===== src/rtl/mem_access_stage_pkg.sv =====
// Shared encodings for the memory-access stage: sizes, mem_op fields,
// FSM states and the MEM latch layout {valid,result,wr_reg,wregno,misalign,timeout}.
package mem_access_stage_pkg;

    localparam logic [1:0] MEM_B = 2'd0;
    localparam logic [1:0] MEM_H = 2'd1;
    localparam logic [1:0] MEM_W = 2'd2;

    localparam int OP_IS_MEM   = 3;
    localparam int OP_IS_STORE = 2;
    localparam int OP_SIZE_HI  = 1;
    localparam int OP_SIZE_LO  = 0;

    typedef enum logic {
        ST_IDLE = 1'b0,
        ST_BUSY = 1'b1
    } mem_state_e;

    // valid + result + wr_reg + wregno + misalign + timeout
    function automatic int mem_latch_w(input int dbits, input int rbits);
        return dbits + rbits + 4;
    endfunction

    // Size 3 is not a legal encoding; it is treated like a word.
    function automatic logic misaligned(input logic [1:0] size,
                                        input logic [1:0] a);
        logic m;
        m = 1'b0;
        unique case (1'b1)
            size == MEM_B: m = 1'b0;
            size == MEM_H: m = a[0];
            default:       m = (a != 2'b00);
        endcase
        return m;
    endfunction

endpackage


===== src/rtl/mem_access_stage_load_align.sv =====
// Load lane select and sign/zero extension (purely combinational).
// Ports: rdata, addr_lo, size, is_unsigned -> result.
module mem_access_stage_load_align
    import mem_access_stage_pkg::*;
#(
    parameter int DBITS = 32
) (
    input  logic [DBITS-1:0] rdata,
    input  logic [1:0]       addr_lo,
    input  logic [1:0]       size,
    input  logic             is_unsigned,
    output logic [DBITS-1:0] result
);

    logic [7:0]  b;
    logic [15:0] h;
    logic        sb;
    logic        sh;

    always_comb begin
        b = rdata[7:0];
        unique case (addr_lo)
            2'd0: b = rdata[7:0];
            2'd1: b = rdata[15:8];
            2'd2: b = rdata[23:16];
            2'd3: b = rdata[31:24];
        endcase
        h  = addr_lo[1] ? rdata[31:16] : rdata[15:0];
        sb = ~is_unsigned & b[7];
        sh = ~is_unsigned & h[15];
        result = rdata;
        unique case (1'b1)
            size == MEM_B: result = {{(DBITS-8){sb}}, b};
            size == MEM_H: result = {{(DBITS-16){sh}}, h};
            default:       result = rdata;
        endcase
    end

endmodule


===== src/rtl/mem_access_stage.sv =====
// Memory stage: byte/half/word loads and stores over a req/ack port,
// registered MEM latch to writeback, hazard info to decode.
// Ports: in_* from execute latch, dmem_* memory port, out_* MEM latch,
// fwd_* to decode. Optional watchdog enabled by define MEM_TIMEOUT_EN.
module mem_access_stage
    import mem_access_stage_pkg::*;
#(
    parameter int DBITS          = 32,
    parameter int REGNOBITS      = 5,
    parameter int TIMEOUT_CYCLES = 255
) (
    input  logic                 clk,
    input  logic                 reset,
    input  logic                 in_valid,
    output logic                 in_ready,
    input  logic [3:0]           in_mem_op,
    input  logic                 in_unsigned,
    input  logic [DBITS-1:0]     in_aluout,
    input  logic [DBITS-1:0]     in_store_data,
    input  logic                 in_wr_reg,
    input  logic [REGNOBITS-1:0] in_wregno,
    output logic                 dmem_req,
    output logic                 dmem_we,
    output logic [DBITS-1:0]     dmem_addr,
    output logic [DBITS-1:0]     dmem_wdata,
    output logic [3:0]           dmem_wstrb,
    input  logic                 dmem_ack,
    input  logic [DBITS-1:0]     dmem_rdata,
    output logic                 out_valid,
    output logic [DBITS-1:0]     out_result,
    output logic                 out_wr_reg,
    output logic [REGNOBITS-1:0] out_wregno,
    output logic                 out_misalign,
    output logic                 out_timeout,
    output logic                 fwd_busy,
    output logic [REGNOBITS-1:0] fwd_wregno
);

    localparam int LW = mem_latch_w(DBITS, REGNOBITS);

    mem_state_e state;
    mem_state_e state_nx;

    logic [LW-1:0] latch;
    logic [LW-1:0] latch_nx;

    logic                 cap_store;
    logic                 cap_wr;
    logic                 cap_uns;
    logic [1:0]           cap_size;
    logic [DBITS-1:0]     cap_addr;
    logic [DBITS-1:0]     cap_wdata;
    logic [3:0]           cap_wstrb;
    logic [REGNOBITS-1:0] cap_wregno;

    logic             in_mem;
    logic             in_store;
    logic [1:0]       in_size;
    logic             mis;
    logic             start;
    logic             busy;
    logic             abort;
    logic             ld_wr;
    logic [DBITS-1:0] st_wdata;
    logic [3:0]       st_wstrb;
    logic [DBITS-1:0] ld_result;

    assign in_mem   = in_mem_op[OP_IS_MEM];
    assign in_store = in_mem_op[OP_IS_STORE];
    assign in_size  = in_mem_op[OP_SIZE_HI:OP_SIZE_LO];
    assign mis      = misaligned(in_size, in_aluout[1:0]);
    assign busy     = (state == ST_BUSY);
    assign start    = !busy && in_valid && in_mem && !mis;

    always_comb begin
        st_wdata = in_store_data;
        st_wstrb = 4'b1111;
        unique case (1'b1)
            in_size == MEM_B: begin
                st_wdata = DBITS'({4{in_store_data[7:0]}});
                st_wstrb = 4'b0001 << in_aluout[1:0];
            end
            in_size == MEM_H: begin
                st_wdata = DBITS'({2{in_store_data[15:0]}});
                st_wstrb = in_aluout[1] ? 4'b1100 : 4'b0011;
            end
            default: begin
                st_wdata = in_store_data;
                st_wstrb = 4'b1111;
            end
        endcase
    end

    mem_access_stage_load_align #(
        .DBITS(DBITS)
    ) u_align (
        .rdata      (dmem_rdata),
        .addr_lo    (cap_addr[1:0]),
        .size       (cap_size),
        .is_unsigned(cap_uns),
        .result     (ld_result)
    );

`ifdef MEM_TIMEOUT_EN
    localparam int CB = $clog2(TIMEOUT_CYCLES + 1);
    localparam int CW = (CB > 8) ? CB : 8;

    logic [CW-1:0] tmo_cnt;

    // Held at zero outside BUSY, so it starts from zero on entry.
    always_ff @(posedge clk) begin
        if (reset) begin
            tmo_cnt <= '0;
        end else if (!busy) begin
            tmo_cnt <= '0;
        end else if (!dmem_ack) begin
            tmo_cnt <= tmo_cnt + 1'b1;
        end
    end

    // Counter equals BUSY cycles already spent; abort in the limit cycle.
    assign abort = busy && !dmem_ack &&
                   (tmo_cnt == CW'(TIMEOUT_CYCLES - 1));
`else
    assign abort = 1'b0;
`endif

    assign ld_wr = !cap_store && cap_wr && (cap_wregno != '0);

    always_comb begin
        state_nx = state;
        latch_nx = '0;
        unique case (state)
            ST_IDLE: begin
                if (in_valid) begin
                    if (!in_mem) begin
                        latch_nx = {1'b1, in_aluout,
                                    in_wr_reg && (in_wregno != '0),
                                    in_wregno, 2'b00};
                    end else if (mis) begin
                        latch_nx = {1'b1, in_aluout, 1'b0,
                                    in_wregno, 2'b10};
                    end else begin
                        state_nx = ST_BUSY;
                    end
                end
            end
            ST_BUSY: begin
                if (dmem_ack) begin
                    state_nx = ST_IDLE;
                    latch_nx = {1'b1,
                                cap_store ? cap_addr : ld_result,
                                ld_wr, cap_wregno, 2'b00};
                end else if (abort) begin
                    state_nx = ST_IDLE;
                    latch_nx = {1'b1, cap_addr, 1'b0,
                                cap_wregno, 2'b01};
                end
            end
        endcase
    end

    always_ff @(posedge clk) begin
        if (reset) begin
            state <= ST_IDLE;
            latch <= '0;
        end else begin
            state <= state_nx;
            latch <= latch_nx;
        end
    end

    always_ff @(posedge clk) begin
        if (reset) begin
            cap_store  <= 1'b0;
            cap_wr     <= 1'b0;
            cap_uns    <= 1'b0;
            cap_size   <= MEM_B;
            cap_addr   <= '0;
            cap_wdata  <= '0;
            cap_wstrb  <= '0;
            cap_wregno <= '0;
        end else if (start) begin
            cap_store  <= in_store;
            cap_wr     <= in_wr_reg;
            cap_uns    <= in_unsigned;
            cap_size   <= in_size;
            cap_addr   <= in_aluout;
            cap_wdata  <= st_wdata;
            cap_wstrb  <= st_wstrb & {4{in_store}};
            cap_wregno <= in_wregno;
        end
    end

    assign in_ready   = !busy;
    assign dmem_req   = busy;
    assign dmem_we    = busy && cap_store;
    assign dmem_addr  = {cap_addr[DBITS-1:2], 2'b00};
    assign dmem_wdata = cap_wdata;
    assign dmem_wstrb = busy ? cap_wstrb : 4'b0000;

    assign {out_valid, out_result, out_wr_reg,
            out_wregno, out_misalign, out_timeout} = latch;

    assign fwd_busy   = busy && !cap_store && cap_wr;
    assign fwd_wregno = busy ? cap_wregno : out_wregno;

endmodule


===== config.mk =====
export PLATFORM = sky130hd
export DESIGN_NAME = mem_access_stage
export DESIGN_NICKNAME = d
export VERILOG_FILES = /design/src/rtl/mem_access_stage_pkg.sv /design/src/rtl/mem_access_stage_load_align.sv /design/src/rtl/mem_access_stage.sv
export SDC_FILE = /design/constraint.sdc
export NUM_CORES = 1
export LEC_CHECK = 0
export ABC_CLOCK_PERIOD_IN_PS = 1700
export BUFFER_PORTS_ARGS = -buffer_cell sky130_fd_sc_hd__buf_2
export CAP_MARGIN = 5
export CORE_MARGIN = 1.5
export CORE_UTILIZATION = 38
export CTS_CLUSTER_SIZE = 24
export DETAILED_ROUTE_END_ITERATION = 6
export GPL_TIMING_DRIVEN = 1
export PLACE_DENSITY = 0.71
export SYNTH_ARGS = -nofsm -noshare
export SYNTH_HDL_FRONTEND = slang
export SYNTH_SLANG_ARGS = --single-unit

===== constraint.sdc =====
create_clock -name clk -period 1.7 [get_ports clk]
set_clock_uncertainty 0.1 [all_clocks]
set_input_delay 0.085 -clock clk [delete_from_list [all_inputs] [get_ports clk]]
set_output_delay 0.085 -clock clk [all_outputs]
set_load 0.1 [all_outputs]

# Yosys cells after proc, flatten, opt, wreduce, memory -nomap -nowiden
# Index checks and enable logic that the tools add are counted.
dict set report word_totals {
  word_cells 59
  register_bits 120
  input_bits 111
  output_inout_bits 118
}
dict set report op_classes {
  shift 1
  bitwise_logic 5
  eq_ne 5
  n_reduce_logical 18
  muxes 20
}
# op count
set op_table {}
lappend op_table {{$mux 41} 4}
lappend op_table {{$pmux 32 s2} 2}
lappend op_table {{$pmux 41 s2} 1}
lappend op_table {{$mux 32} 1}
lappend op_table {{$pmux 8 s4} 1}
lappend op_table {{$mux 16} 1}
lappend op_table {{$reduce_bool 5->1} 2}
lappend op_table {{$logic_and 1x1->1} 9}
lappend op_table {{$mux 4} 2}
lappend op_table {{$pmux 4 s2} 1}
lappend op_table {{$eq 2x1->1 const B} 3}
lappend op_table {{$logic_not 2->1} 3}
lappend op_table {{$mux 5} 1}
lappend op_table {{$and 4x4->4} 1}
lappend op_table {{$eq 2x2->1 const B} 2}
lappend op_table {{$mux 1} 4}
lappend op_table {{$pmux 1 s2} 2}
lappend op_table {{$shl 1x2->4 const A} 1}
lappend op_table {{$logic_not 1->1} 3}
lappend op_table {{$and 1x1->1} 2}
lappend op_table {{$not 1->1} 2}
lappend op_table {{$reduce_bool 2->1} 1}

# Depth between registers and ports, before layout
# Gate-level depths: netlist of run 1.
dict set report depth {
  word_depth 7
  mapped_depth 8
  depth_no_buf 4
}

# Hierarchy
# Synthesis of run 1 repeated with hierarchy kept, for this count alone.
dict set report unflattened {
  cells_unflattened 734
  hier_area_um2 6796.5
}
# mod seq_area_each_um2 cells_each instances area_each_um2
set modules_own_cells {}
lappend modules_own_cells {mem_access_stage 2382.3 601 1 5813.1}
lappend modules_own_cells {mem_access_stage_load_align 0.0 133 1 983.4}

# Worst setup path after synthesis of run 1
# No wires, ideal clock.
dict set report synth_timing {
  kind {register to output}
  startpoint {register state, in the netlist dmem_req}
  endpoint {output port dmem_we}
  path_slack_ns -1.691
  required_ns 1.515
  path_stages_with_launch 4
  arrival_time_ns 3.206
  path_cell_list {dfxtp_1 clkbuf_1 inv_1 nor2_1}
}
dict set report synth_between {
  elab_chain_len 1
}
# element line
set synth_lines {}
lappend synth_lines {{from (decl)} mem_access_stage.sv:41} ;# mem_state_e state;
lappend synth_lines {{from (signal assigned)} mem_access_stage.sv:168} ;# state <= state_nx;
lappend synth_lines {{$logic_and 1x1->1} mem_access_stage.sv:197} ;# assign dmem_we = busy && cap_store;
lappend synth_lines {{to (decl)} mem_access_stage.sv:23} ;# output logic dmem_we,
# No other way between the ends.

# Final worst setup path of run 1
dict set report layout_timing {
  startpoint {register cap_addr[1]}
  endpoint {register latch[17]}
}
dict set report layout_between {
  elab_chain_len 7
  word_cells_on_any_way 11
  classes_between {3 x eq/ne; 6 x mux; 1 x bitwise; 1 x reduce/logical}
}
# element line
set layout_lines {}
lappend layout_lines {{from (decl)} mem_access_stage.sv:51} ;# logic [DBITS-1:0] cap_addr;
lappend layout_lines {{from (signal assigned)} mem_access_stage.sv:188} ;# cap_addr <= in_aluout;
lappend layout_lines {{$eq 2x2->1, or another cell as far along} mem_access_stage_load_align.sv:22} ;# unique case (addr_lo)
lappend layout_lines {{$pmux 8 s4} mem_access_stage_load_align.sv:22}
lappend layout_lines {{$and 1x1->1} mem_access_stage_load_align.sv:29} ;# sb = ~is_unsigned & b[7];
lappend layout_lines {{$pmux 32 s2 *} mem_access_stage_load_align.sv:32} ;# unique case (1'b1)
lappend layout_lines {{$mux 32 *} mem_access_stage.sv:152} ;# cap_store ? cap_addr : ld_result,
lappend layout_lines {{$mux 41 *} mem_access_stage.sv:149} ;# if (dmem_ack) begin
lappend layout_lines {{$pmux 41 s2 *} mem_access_stage.sv:133} ;# unique case (state)
lappend layout_lines {{to (signal assigned)} mem_access_stage.sv:169} ;# latch <= latch_nx;
lappend layout_lines {{to (decl)} mem_access_stage.sv:44} ;# logic [LW-1:0] latch;
# Mark *: on every way between the ends. The rest lies on a longest branch, timed or not.
# A chain may end at the register's enable or synchronous reset.

==> impl_table.tex, run 1 <==
\begin{tabular}{lr}
\hline
Metric & Value \\
\hline
\multicolumn{2}{l}{\textbf{Finish}} \\
Fraction of final layout cells sized beyond drive strength 1 & about a third \\
Antenna diode instance count & 0 \\
Register cell area after layout & 2400 um\^{}2 \\
Fill cells & between 1000 and 1500 \\
Number of nets in the finished design & 1134 \\
Area taken by multi-input logic gates & 2930 um\^{}2 \\
Growth of design area from synthesis to finish & 52.9\% \\
Util after Layout & slightly below 60\% \\
\multicolumn{2}{l}{\textbf{Floorplan}} \\
Starting utilization of the core area & 38.7\% \\
Number of core rows & 45 \\
Placeable core area & roughly 15000 um\^{}2 \\
Width of the die & roughly 130 um \\
Boundary Pins & 229 \\
Die Height & between 100 and 150 um \\
Die ar. & 16200 um\^{}2 \\
\multicolumn{2}{l}{\textbf{Timing}} \\
Setup-violating endpoint count in the final report & 1 \\
Relative slew slack & 60.7\% \\
Top achievable clock speed & 0.588 GHz \\
Hold Slack & 0.0137 ns \\
Final min period & $\sim$1.7 ns \\
Period utilisation layout & 100\% \\
Final Hold Vio Count & 0 \\
Minimum setup slack in the final design & -0.00174 ns \\
Actual transition at the worst max-transition pin & 0.590 ns \\
RSZ-0062 raised after global routing & true \\
Max-slew violation total from the final report & 0 \\
\multicolumn{2}{l}{\textbf{Logic synthesis}} \\
Post-synthesis register bit count & 119 \\
Most used flip-flop cell after synthesis & sky130\_fd\_sc\_hd\_\_dfxtp\_1 \\
Synthesized area per cell & 8.10 um\^{}2 \\
Largest family of logic cells by synthesized area & compound AO/OA/AOI/OAI gates \\
Number of unique standard cell types used by synthesis & 52 \\
Xor/xnor cell area share of the yosys netlist & 0\% \\
Post-Synth Simple-Gate Area & 19.2\% \\
Post-Syn Area & roughly 6000 um\^{}2 \\
Warnings, synthesis & 0 \\
Sequential share of the synthesized area & 40.7\% \\
Multiplexer area fraction after synthesis & 6.47\% \\
Number of enable flip-flop cells after synthesis & 0 \\
Count of mapped cells out of synthesis & 723 \\
Synth Area in Adders & 0\% \\
Fraction of synthesis flops using an asynchronous set or reset pin & 0\% \\
Synthesized-area fraction occupied by ao, oa, aoi and oai cells & 22.6\% \\
\multicolumn{2}{l}{\textbf{Pwr}} \\
Leakage Power & 3.99 nW \\
Worst vdd rail ir drop & approximately 700 uV \\
PD cells & 992 nW/um\^{}2 \\
\multicolumn{2}{l}{\textbf{Worst setup path}} \\
Depth of the worst register-to-register path & 4 \\
Register-to-register setup slack & -0.002 ns \\
Data arrival time of the critical path & 1.90 ns \\
Type of element launching the critical path & flip-flop \\
Worst path required time & 1.90 ns \\
Reg2reg end & latch[17]\$\_SDFF\_PP0\_ \\
Kind of end point of the critical path & flip-flop \\
Critical register-to-register path startpoint & cap\_addr[1]\$\_SDFFE\_PP0P\_ \\
Critical path peak fanout & 7 \\
Critical Setup Path Class & flip-flop to flip-flop \\
\multicolumn{2}{l}{\textbf{Routing}} \\
Count of vias placed by the detailed router & 6548 \\
Number of DRC violations after detailed-routing iteration 0 & 607 \\
Drt first pass iters & 5 \\
DRC & 0 \\
Detailed-route vias per instance & 5.35 \\
Number of nets with antenna violations after routing & 0 \\
Wire per inst & 17.7 um \\
Drt total wl & $\sim$22 mm \\
\multicolumn{2}{l}{\textbf{Placed design}} \\
Buffers on Ports & 225 \\
Post-DP HPWL & $\sim$14 mm \\
Global placement routability congestion & between 0.8 and 0.9 \\
\multicolumn{2}{l}{\textbf{Global route}} \\
GR Overflow Total & 0 \\
Maximum number of pins on one net before global-route repair & 52 \\
First-pass GRT wire length & 33.2 mm \\
Vias in the first global route & 6277 \\
Antenna violations before repair & 0 \\
Total GRT Usage & 26.3\% \\
\multicolumn{2}{l}{\textbf{Min path}} \\
Worst-case hold path end point & latch[23]\$\_SDFF\_PP0\_ \\
Hold path startpoint & dmem\_rdata[15] \\
Cell depth of the worst min-delay path & 4 \\
Worst hold-check path type & primary input to flip-flop \\
\multicolumn{2}{l}{\textbf{Status}} \\
Violated checks & setup timing \\
Result of the run & complete, but fails checks \\
\multicolumn{2}{l}{\textbf{CTS}} \\
Clk sink count & approximately 120 \\
Max Buffers Root-to-Sink & 2 \\
Clock Pin Slew Worst Setup and Hold Paths & roughly 0.060 ns \\
Worst-Skew Late Latency & 0.42 ns \\
Htree depth & 4 \\
Cell chosen for the clock root & sky130\_fd\_sc\_hd\_\_clkbuf\_16 \\
TritonCTS buffer count & 17 \\
TritonCTS clock tree & yes \\
\multicolumn{2}{l}{\textbf{Flow run}} \\
Maximum capacitance violations & 0 \\
\hline
\end{tabular}
per-stage QoR:
stage	instances	setup TNS (ns)	power, mW	area, um^2	setup WS, ns
2_1_floorplan	725	-0.400	4.43	5900	-0.358
3_3_place_gp	1087	-0.229	4.85	7090	-0.197
3_5_place_dp	1087	-0.558	4.86	7090	-0.295
4_1_cts	1223	0	8.87	8830	0.00821
5_1_grt	1224	-0.323	9.16	8950	-0.0380
6_report	1224	-0.00174	8.88	8950	-0.00174
critical path: stages (launching register included):
cell and delay (ns):
sky130_fd_sc_hd__dfxtp_2 0.36, sky130_fd_sc_hd__buf_12 0.12, sky130_fd_sc_hd__mux4_2 0.50, sky130_fd_sc_hd__nor4b_4 0.18
sky130_fd_sc_hd__a221o_1 0.33
flip-flops by register name, indices dropped and copies added (netlist names):
register / cells
cap_size: 2
cap_wstrb: 4
dmem_req: 1
cap_store: 1
cap_wregno: 5
cap_uns: 1
cap_wr: 1
latch: 40
dmem_wdata: 32
cap_addr: 32
per-layer routing:
metal	routed length, um	track usage [%]
met1	8460	30.7
met2	10800	45.5
met3	1800	6.95
met4	687	11.7
met5	0	0
Yosys cell counts, types with 6 or more instances:
cell type                  instances  area [um^2]
sky130_fd_sc_hd__inv_1            11         41.3
sky130_fd_sc_hd__buf_4            37          278
sky130_fd_sc_hd__o21ai_0          35          175
sky130_fd_sc_hd__mux2i_1          30          300
sky130_fd_sc_hd__a221o_1           7         70.1
sky130_fd_sc_hd__o22ai_1          16          100
sky130_fd_sc_hd__nand2b_1         10         62.6
sky130_fd_sc_hd__clkbuf_1         26         97.6
sky130_fd_sc_hd__nand2_1         157          589
sky130_fd_sc_hd__o21ai_1           9         45.0
sky130_fd_sc_hd__buf_6            12          135
sky130_fd_sc_hd__nor2b_1           8         50.1
sky130_fd_sc_hd__a211oi_1         24          180
sky130_fd_sc_hd__a22oi_1           9         67.6
sky130_fd_sc_hd__nor2_1           40          150
sky130_fd_sc_hd__dfxtp_1         119         2380
sky130_fd_sc_hd__buf_2            16         80.1
sky130_fd_sc_hd__a21oi_1          85          425
sky130_fd_sc_hd__nand3_1           6         30.0
placed cells by master (no fill, tap or decap), drive strengths merged, types with 5 or more instances in the layout:
master,netlist,final
a211oi,25,25
a21oi,86,86
a221o,7,7
a22oi,9,9
and2,5,5
buf,67,268
clkbuf,26,22
dfxtp,119,119
dlygate4sd3,0,101
inv,11,14
mux2,5,5
mux2i,30,30
nand2,157,157
nand2b,10,10
nand3,6,6
nor2,40,40
nor2b,8,8
o21ai,44,44
o22ai,16,16
logic make-up (layout without fill, tap and decap cells):
logic type	after synthesis	count (layout)
other	1	3
DFF	119	119
and+or+nand+nor	252	252
muxes	36	36
AOI/OAI and AO/OA	211	211
buffers and inverters	104	415
how the worst max path moves through the flow:
stage | to | slack [ns] | cells past startpoint | from
3_5_place_dp | latch[14]$_SDFF_PP0_ | -0.29 | 6 | cap_addr[1]$_SDFFE_PP0P_
6_report | latch[17]$_SDFF_PP0_ | -0.002 | 4 | cap_addr[1]$_SDFFE_PP0P_
3_3_place_gp | latch[14]$_SDFF_PP0_ | -0.20 | 6 | cap_addr[1]$_SDFFE_PP0P_
5_1_grt | latch[17]$_SDFF_PP0_ | -0.04 | 4 | cap_addr[1]$_SDFFE_PP0P_
2_1_floorplan | dmem_we | -0.36 | 3 | dmem_req$_SDFF_PP0_
4_1_cts | latch[22]$_SDFF_PP0_ | 0.008 | 4 | cap_addr[1]$_SDFFE_PP0P_
layout make-up:
class                   count  share of cell area, %
multi-input cells         502                   32.7
repair buffers            372                   30.5
flip-flops and latches    119                   26.8
clock buffers              19                   5.06
well taps                 188                   2.63
clock inverters            13                   1.89
inverters                  11                  0.503
what timing repair did:
| action | CTS | global route |
|---|---|---|
| endpoints found under the hold margin | 115 | 0 |
| setup buffers | 2 | 1 |
| resized for setup | 23 | 28 |
| hold buffers | 101 | 0 |
| pin swaps | 0 | 4 |
| endpoints found under the setup margin | 33 | 86 |
| gates cloned | 1 | 3 |
where the power goes:
group	leakage, nW	total, mW	internal [mW]	switching, mW
combinational	2.71	2.09	0.617	1.47
sequential	0.974	2.98	2.91	0.0709
clock	0.301	3.81	2.40	1.41
No activity file was read; power rests on OpenSTA's default activity.
==> run 2, diff against run 1 <==
--- a/config.mk
+++ b/config.mk
@@ -5,6 +5,7 @@
 export SDC_FILE = /design/constraint.sdc
 export NUM_CORES = 1
 export LEC_CHECK = 0
+export ABC_AREA = 1
 export ABC_CLOCK_PERIOD_IN_PS = 1700
 export BUFFER_PORTS_ARGS = -buffer_cell sky130_fd_sc_hd__buf_2
 export CAP_MARGIN = 5
==> run 2 against run 1 <==
Effect of this change:
- the run now ends clean
- core utilization decreased by 0.92 points
- via count increased by 4.7%
- non-clock buffer count decreased by 28
- die area increased by 1.9%
- total power increased by 5.0%
- register-to-register slack improved by 0.08 ns
- sequential cell count unchanged
- worst hold slack improved by 0.0048 ns
- global-route usage decreased by 0.93 points
- design area decreased by 0.82%
- first-iteration DRC count decreased by 21%
- synthesized cell count increased by 18%
==> impl_table.tex, run 2 <==
\begin{tabular}{lr}
\hline
Metric & Value \\
\hline
\multicolumn{2}{l}{\textbf{Floorplan}} \\
Width of the die & 128 um \\
Placeable core area & 15300 um\^{}2 \\
Boundary Pins & 229 \\
Die Height & approximately 130 um \\
Number of core rows & 45 \\
Die ar. & 16500 um\^{}2 \\
Starting utilization of the core area & around two fifths \\
\multicolumn{2}{l}{\textbf{Finish}} \\
Commonest cells after routing, fill and taps aside & sky130\_fd\_sc\_hd\_\_buf\_2, sky130\_fd\_sc\_hd\_\_nand2\_1, sky130\_fd\_sc\_hd\_\_nor2\_1 \\
Post-Layout Cell Count & 1351 \\
Antenna diode instance count & 0 \\
Util after Layout & 58.2\% \\
Fraction of final layout cells sized beyond drive strength 1 & 32.5\% \\
Largest Register & latch \\
Growth of design area from synthesis to finish & 48.7\% \\
Total non-filler cell area in the finished layout & 8880 um\^{}2 \\
Leading cell type in the layout, fill and taps excluded & sky130\_fd\_sc\_hd\_\_buf\_2 \\
Fill cells & 1402 \\
Number of nets in the finished design & 1238 \\
Max reg flops & 40 \\
\multicolumn{2}{l}{\textbf{Logic synthesis}} \\
Count of mapped cells out of synthesis & 851 \\
Sequential share of the synthesized area & 39.9\% \\
Area contributors post-synth & sky130\_fd\_sc\_hd\_\_dfxtp\_1, sky130\_fd\_sc\_hd\_\_nand2\_1, sky130\_fd\_sc\_hd\_\_nor2\_1 \\
Post-synthesis register bit count & around 120 \\
Synthesized area per cell & 7.02 um\^{}2 \\
Post-Syn Area & 5970 um\^{}2 \\
Most used flip-flop cell after synthesis & sky130\_fd\_sc\_hd\_\_dfxtp\_1 \\
Fraction of synthesis flops using an asynchronous set or reset pin & 0\% \\
Number of enable flip-flop cells after synthesis & 0 \\
Warnings, synthesis & 0 \\
Leading post-synthesis cells by instance count & sky130\_fd\_sc\_hd\_\_nand2\_1, sky130\_fd\_sc\_hd\_\_nor2\_1, sky130\_fd\_sc\_hd\_\_dfxtp\_1 \\
Most numerous cell in the Yosys netlist & sky130\_fd\_sc\_hd\_\_nand2\_1 \\
Area share of the leading cell type in the synthesized netlist & between 30\% and 40\% \\
Post-synth top area cell & sky130\_fd\_sc\_hd\_\_dfxtp\_1 \\
Number of unique standard cell types used by synthesis & 41 \\
\multicolumn{2}{l}{\textbf{Worst setup path}} \\
Kind of end point of the critical path & flip-flop \\
Beginning of the critical path & in\_aluout[1] \\
Worst path required time & 1.89 ns \\
Chain of cells forming the critical path & dlygate4sd3\_1 -> buf\_2 -> nand2\_2 -> a21oi\_4 -> nor2\_8 -> nand2\_4 -> inv\_4 -> buf\_16 -> o21ai\_0 -> a31oi\_1 \\
Register-to-register setup slack & 0.08 ns \\
Data arrival time of the critical path & 1.82 ns \\
Type of element launching the critical path & primary input \\
Critical Setup Path Class & primary input to flip-flop \\
Max stage delay on crit path & around 0.53 ns \\
Critical register-to-register path startpoint & dmem\_req\$\_SDFF\_PP0\_ \\
Slowest CP cell & sky130\_fd\_sc\_hd\_\_dlygate4sd3\_1 \\
Critical path peak fanout & 31 \\
\multicolumn{2}{l}{\textbf{CTS}} \\
Cell chosen for the clock root & sky130\_fd\_sc\_hd\_\_clkbuf\_16 \\
TritonCTS buffer count & 17 \\
Clock Pin Slew Worst Setup and Hold Paths & 0.06 ns \\
Max Buffers Root-to-Sink & 2 \\
Htree depth & 4 \\
Worst-Skew Late Latency & 0.41 ns \\
Clk sink count & 119 \\
TritonCTS clock tree & yes \\
\multicolumn{2}{l}{\textbf{Placed design}} \\
Cell area reported after detailed placement & between 7000 and 8000 um\^{}2 \\
Global placement routability congestion & 0.926 \\
Post-DP HPWL & 14.1 mm \\
Buffers on Ports & 225 \\
Placed instance count & approximately 1200 \\
\multicolumn{2}{l}{\textbf{Pwr}} \\
Relative contribution of the clock network to total power & between 30\% and 40\% \\
Fraction of power consumed by combinational cells & roughly 28\% \\
Worst vdd rail ir drop & 679 uV \\
Internal power consumption & 6.01 mW \\
Sequential fraction of design power & 32.5\% \\
PD cells & $\sim$1000 nW/um\^{}2 \\
Sw Share & 35.5\% \\
Leakage Power & 4.19 nW \\
Power spent charging and discharging nets & 3.31 mW \\
\multicolumn{2}{l}{\textbf{Global route}} \\
GR Overflow Total & 0 \\
Maximum number of pins on one net before global-route repair & between 60 and 70 \\
First-pass GRT wire length & approximately 33 mm \\
Vias in the first global route & 6540 \\
Antenna violations before repair & 0 \\
Total GRT Usage & 25.4\% \\
\multicolumn{2}{l}{\textbf{Timing}} \\
Hold Slack & 0.0185 ns \\
Actual transition at the worst max-transition pin & 0.609 ns \\
Setup-violating endpoint count in the final report & 0 \\
Top achievable clock speed & 0.616 GHz \\
RSZ-0062 raised after global routing & true \\
Final min period & 1.62 ns \\
Setup TNS & 0 ns \\
Relative slew slack & about 59\% \\
Final Hold Vio Count & 0 \\
Period utilisation layout & 95.4\% \\
Max-slew violation total from the final report & 0 \\
\multicolumn{2}{l}{\textbf{Min path}} \\
Hold path startpoint & in\_mem\_op[2] \\
Worst hold-check path type & primary input to flip-flop \\
\multicolumn{2}{l}{\textbf{Routing}} \\
Detailed-route vias per instance & 5.07 \\
Drt total wl & about 22 mm \\
Number of nets with antenna violations after routing & 0 \\
DRC & 0 \\
Drt first pass iters & 5 \\
Wire per inst & 16.2 um \\
Count of vias placed by the detailed router & 6854 \\
Number of DRC violations after detailed-routing iteration 0 & 481 \\
\multicolumn{2}{l}{\textbf{Flow run}} \\
Maximum capacitance violations & 0 \\
\multicolumn{2}{l}{\textbf{Status}} \\
Result of the run & completed \\
\hline
\end{tabular}
run 2: cell types whose count changed after synthesis, sizes merged, moves of 8 or more:
cell,before,now
nor2,40,167
o21ai,44,87
mux2i,30,0
nand2,157,183
a211oi,25,0
inv,11,33
nand3,6,22
or2,1,16
nand2b,10,0
buf,67,59
nor2b,8,0
run 2: critical path: cells and delay by family:
family | cells | cell delay [ns]
buffers and inverters | 4 | 0.98
AO/OA/AOI/OAI | 3 | 0.50
AND/OR/NAND/NOR | 3 | 0.24
run 2: kinds of logic (layout without fill, tap and decap cells):
kind of cell / after synthesis / in the layout / synth area share (%)
AND/OR/NAND/NOR: 391 / 392 / 27.9
AO/OA/AOI/OAI: 216 / 216 / 20.7
buffers and inverters: 124 / 410 / 11.5
flip-flops: 119 / 119 / 39.9
other: 1 / 3 / 0.0628
run 2: what timing repair did:
item                       in CTS  in global routing
gates cloned                    0                  3
hold endpoints to repair      111                  0
resized for setup               6                 20
hold buffers                   79                  0
setup endpoints to repair       8                 43
setup buffers                   3                  4
pin swaps                       1                  2
run 2: per-stage QoR:
stage,setup WS [ns],power (mW)
floorplan,0.0163,4.93
global placement,0.0156,5.41
detailed placement,0.0139,5.42
CTS,0.0230,9.29
global route,-0.00624,9.67
finish,0.0775,9.32
run 2: cell type report:
| cell class | instances | area (um^2) | share of cell area [%] |
|---|---|---|---|
| Multi-Input combinational cell | 611 | 2970 | 33.5 |
| Tap cell | 211 | 264 | 2.97 |
| Timing Repair Buffer | 344 | 2500 | 28.2 |
| Inverter | 34 | 151 | 1.70 |
| Sequential cell | 119 | 2390 | 27.0 |
| Clock inverter | 12 | 150 | 1.69 |
| Clock buffer | 20 | 447 | 5.03 |
run 2: worst paths after layout:
check                                              endpoint  cells after the start
worst min-delay path                 cap_store$_SDFFE_PP0P_                      4
worst max-delay path            dmem_wdata[20]$_SDFFE_PP0P_                     10
worst min register to register          latch[4]$_SDFF_PP0_                      2
worst max register to register          latch[7]$_SDFF_PP0_                      6
run 2: power by group through the flow:
stage	Combinational (mW)	Sequential [mW]	Clock, mW
2_1_floorplan	1.20	3.73	0
3_3_place_gp	2.33	3.08	0
3_5_place_dp	2.34	3.08	0
4_1_cts	2.53	3.03	3.74
5_1_grt	2.77	3.04	3.85
6_report	2.61	3.03	3.68
run 2: routing by layer:
layer	vias up	part of all wire, %	track usage [%]
li1	3298	-	-
met1	3131	40	29.8
met2	376	48	43.4
met3	49	9.0	7.53
met4	0	2.6	10.5
met5	-	0	0
==> run 3, diff against run 2 <==
--- a/config.mk
+++ b/config.mk
@@ -8,11 +8,12 @@
 export ABC_AREA = 1
 export ABC_CLOCK_PERIOD_IN_PS = 1700
 export BUFFER_PORTS_ARGS = -buffer_cell sky130_fd_sc_hd__buf_2
-export CAP_MARGIN = 5
 export CORE_MARGIN = 1.5
 export CORE_UTILIZATION = 38
+export CTS_BUF_LIST = sky130_fd_sc_hd__clkbuf_16
 export CTS_CLUSTER_SIZE = 24
 export DETAILED_ROUTE_END_ITERATION = 6
+export GPL_ROUTABILITY_DRIVEN = 0
 export GPL_TIMING_DRIVEN = 1
 export PLACE_DENSITY = 0.71
 export SYNTH_ARGS = -nofsm -noshare
==> run 3 against run 2 <==
Effect of this change:
- the run now ends with hold timing left
- largest power group unchanged
- die area unchanged
- total power down 7.2%
- via count decreased by 2.0%
- worst hold slack got worse by 0.024 ns
- combinational power down 2%
- sequential power about the same
- critical path type unchanged
- clock power down 17%
- highest routed layer is now met5
- critical path depth stayed put
==> impl_table.tex, run 3 (synthesized netlist as in run 2, its figures left out) <==
\begin{tabular}{lr}
\hline
Metric & Value \\
\hline
\multicolumn{2}{l}{\textbf{Pwr}} \\
Worst vdd rail ir drop & 731 uV \\
Leakage Power & 4.10 nW \\
PD cells & approximately 1000 nW/um\^{}2 \\
\multicolumn{2}{l}{\textbf{Finish}} \\
Number of nets in the finished design & 1229 \\
Leading cell type in the layout, fill and taps excluded & sky130\_fd\_sc\_hd\_\_buf\_2 \\
Growth of design area from synthesis to finish & 45.9\% \\
Commonest cells after routing, fill and taps aside & sky130\_fd\_sc\_hd\_\_buf\_2, sky130\_fd\_sc\_hd\_\_nand2\_1, sky130\_fd\_sc\_hd\_\_nor2\_1 \\
Max reg flops & 40 \\
Largest Register & latch \\
Fill cells & 1419 \\
Antenna diode instance count & 0 \\
Fraction of final layout cells sized beyond drive strength 1 & a little under a third \\
\multicolumn{2}{l}{\textbf{Min path}} \\
Worst hold-check path type & primary input to flip-flop \\
Hold path startpoint & in\_mem\_op[3] \\
Cell depth of the worst min-delay path & 3 \\
Worst-case hold path end point & latch[1]\$\_SDFF\_PP0\_ \\
\multicolumn{2}{l}{\textbf{Worst setup path}} \\
Register-to-register setup slack & 0.07 ns \\
Kind of cell adding the most delay to the critical path & buffers and inverters \\
Reg2reg end & latch[7]\$\_SDFF\_PP0\_ \\
Data arrival time of the critical path & 1.83 ns \\
Worst path required time & 1.89 ns \\
Depth of the worst register-to-register path & 6 \\
Max stage delay on crit path & between 0.5 and 0.6 ns \\
Chain of cells forming the critical path & dlygate4sd3\_1 -> clkbuf\_4 -> nand2\_2 -> a21oi\_4 -> nor2\_8 -> nand2\_4 -> inv\_4 -> buf\_16 -> o21ai\_0 -> a21oi\_1 \\
Combined buffer and inverter count along the critical path & 4 \\
Type of element launching the critical path & primary input \\
Critical path peak fanout & 31 \\
Critical Setup Path Class & primary input to flip-flop \\
Slowest CP cell & sky130\_fd\_sc\_hd\_\_dlygate4sd3\_1 \\
Critical register-to-register path startpoint & dmem\_req\$\_SDFF\_PP0\_ \\
Kind of end point of the critical path & flip-flop \\
\multicolumn{2}{l}{\textbf{Global route}} \\
GR Overflow Total & 0 \\
Total GRT Usage & 25.4\% \\
Maximum number of pins on one net before global-route repair & 63 \\
First-pass GRT wire length & between 30 and 40 mm \\
Antenna violations before repair & 1 \\
Vias in the first global route & 6435 \\
\multicolumn{2}{l}{\textbf{Timing}} \\
Hold Slack & -0.00577 ns \\
Period utilisation layout & a little under 100\% \\
RSZ-0062 raised after global routing & true \\
Setup-violating endpoint count in the final report & 0 \\
Actual transition at the worst max-transition pin & 0.528 ns \\
Setup TNS & 0 ns \\
Top achievable clock speed & 0.612 GHz \\
Final min period & 1.63 ns \\
Final Hold Vio Count & 1 \\
Max-slew violation total from the final report & 0 \\
Relative slew slack & 65.1\% \\
\multicolumn{2}{l}{\textbf{Floorplan}} \\
Die Height & 128 um \\
Width of the die & 128 um \\
Placeable core area & 15300 um\^{}2 \\
Die ar. & 16500 um\^{}2 \\
Boundary Pins & about 230 \\
Number of core rows & 45 \\
Starting utilization of the core area & 39.1\% \\
\multicolumn{2}{l}{\textbf{CTS}} \\
Htree depth & 4 \\
Worst-Skew Late Latency & 0.40 ns \\
Max Buffers Root-to-Sink & 2 \\
TritonCTS clock tree & yes \\
Clock Pin Slew Worst Setup and Hold Paths & 0.06 ns \\
Clk sink count & 119 \\
Cell chosen for the clock root & sky130\_fd\_sc\_hd\_\_clkbuf\_16 \\
TritonCTS buffer count & 17 \\
\multicolumn{2}{l}{\textbf{Routing}} \\
Drt first pass iters & 5 \\
Wire per inst & around 16 um \\
Drt total wl & 21.7 mm \\
DRC & 0 \\
Detailed-route vias per instance & about 5.0 \\
Number of nets with antenna violations after routing & 0 \\
Number of DRC violations after detailed-routing iteration 0 & 479 \\
Count of vias placed by the detailed router & 6719 \\
\multicolumn{2}{l}{\textbf{Placed design}} \\
Post-DP HPWL & approximately 14 mm \\
Buffers on Ports & 225 \\
\multicolumn{2}{l}{\textbf{Flow run}} \\
Maximum capacitance violations & 0 \\
\multicolumn{2}{l}{\textbf{Status}} \\
Violated checks & hold timing \\
Result of the run & complete, but fails checks \\
\hline
\end{tabular}
==> run 3: cell types whose count changed in the layout (fill, tap and decap cells not counted), moves of 3 or more <==
cell	change
sky130_fd_sc_hd__clkinv_1	+4
sky130_fd_sc_hd__buf_4	-7
sky130_fd_sc_hd__bufinv_16	-3
sky130_fd_sc_hd__clkinv_2	+3
sky130_fd_sc_hd__dlygate4sd3_1	-3
==> run 3: area by class of cell <==
type | count | area, um^2 | area share [%]
Sequential cell | 119 | 2390 | 27.4
Multi-Input combinational cell | 611 | 2990 | 34.3
Tap cell | 211 | 264 | 3.03
Timing Repair Buffer | 335 | 2420 | 27.8
Clock buffer | 17 | 425 | 4.88
Inverter | 34 | 151 | 1.74
Clock inverter | 13 | 67.6 | 0.775
==> run 3: per-stage QoR <==
stage               setup WS (ns)  area, um^2  cells  total power, mW  util (%)
floorplan                  0.0163        6060    853             4.93         -
global placement           0.0912        7300   1229             5.41      47.8
detailed placement         0.0529        7300   1229             5.42      47.8
CTS                       0.00403        8570   1336             8.64      56.2
global route             -0.00511        8710   1340             9.00      57.1
finish                     0.0652        8710   1340             8.65      57.1
==> run 3: timing repair <==
| action | 4_1_cts | 5_1_grt |
|---|---|---|
| cloned | 0 | 3 |
| resized for setup | 4 | 27 |
| hold buffers | 77 | 0 |
| endpoints found under the setup margin | 4 | 51 |
| pin swaps | 0 | 2 |
| endpoints found under the hold margin | 111 | 0 |
| buffers inserted | 0 | 2 |
==> run 3: how the worst max path moves through the flow <==
| stage | slack (ns) | depth (start not counted) | to | from |
|---|---|---|---|---|
| after global placement | 0.09 | 7 | latch[10]$_SDFF_PP0_ | cap_addr[0]$_SDFFE_PP0P_ |
| final | 0.07 | 10 | dmem_wdata[11]$_SDFFE_PP0P_ | in_aluout[1] |
| after floorplan | 0.02 | 2 | fwd_wregno[0] | latch[2]$_SDFF_PP0_ |
| after detailed placement | 0.05 | 9 | latch[26]$_SDFF_PP0_ | cap_addr[1]$_SDFFE_PP0P_ |
| after CTS | 0.004 | 3 | in_ready | dmem_req$_SDFF_PP0_ |
| after global routing | -0.005 | 10 | cap_wstrb[0]$_SDFFE_PP0P_ | in_aluout[1] |
==> run 3: worst reg2reg max path, cell delays in order, from the launching register on <==
cell,delay [ns]
sky130_fd_sc_hd__dfxtp_4,0.34
sky130_fd_sc_hd__inv_2,0.06
sky130_fd_sc_hd__nand2_1,0.11
sky130_fd_sc_hd__inv_1,0.14
sky130_fd_sc_hd__nand4_1,0.11
sky130_fd_sc_hd__dlygate4sd3_1,0.57
sky130_fd_sc_hd__a21oi_1,0.13
==> run 3: layer usage <==
layer	wire, um	track usage, %	vias up
met2	10400	43.6	344
met5	15	0	-
li1	-	-	3276
met4	582	9.45	2
met1	8990	30.0	3046
met3	1770	7.40	51
==> run 3: report_power, final <==
part	internal [mW]	switching, mW
Combinational	0.684	1.87
Sequential	2.95	0.0857
Clock	1.80	1.26
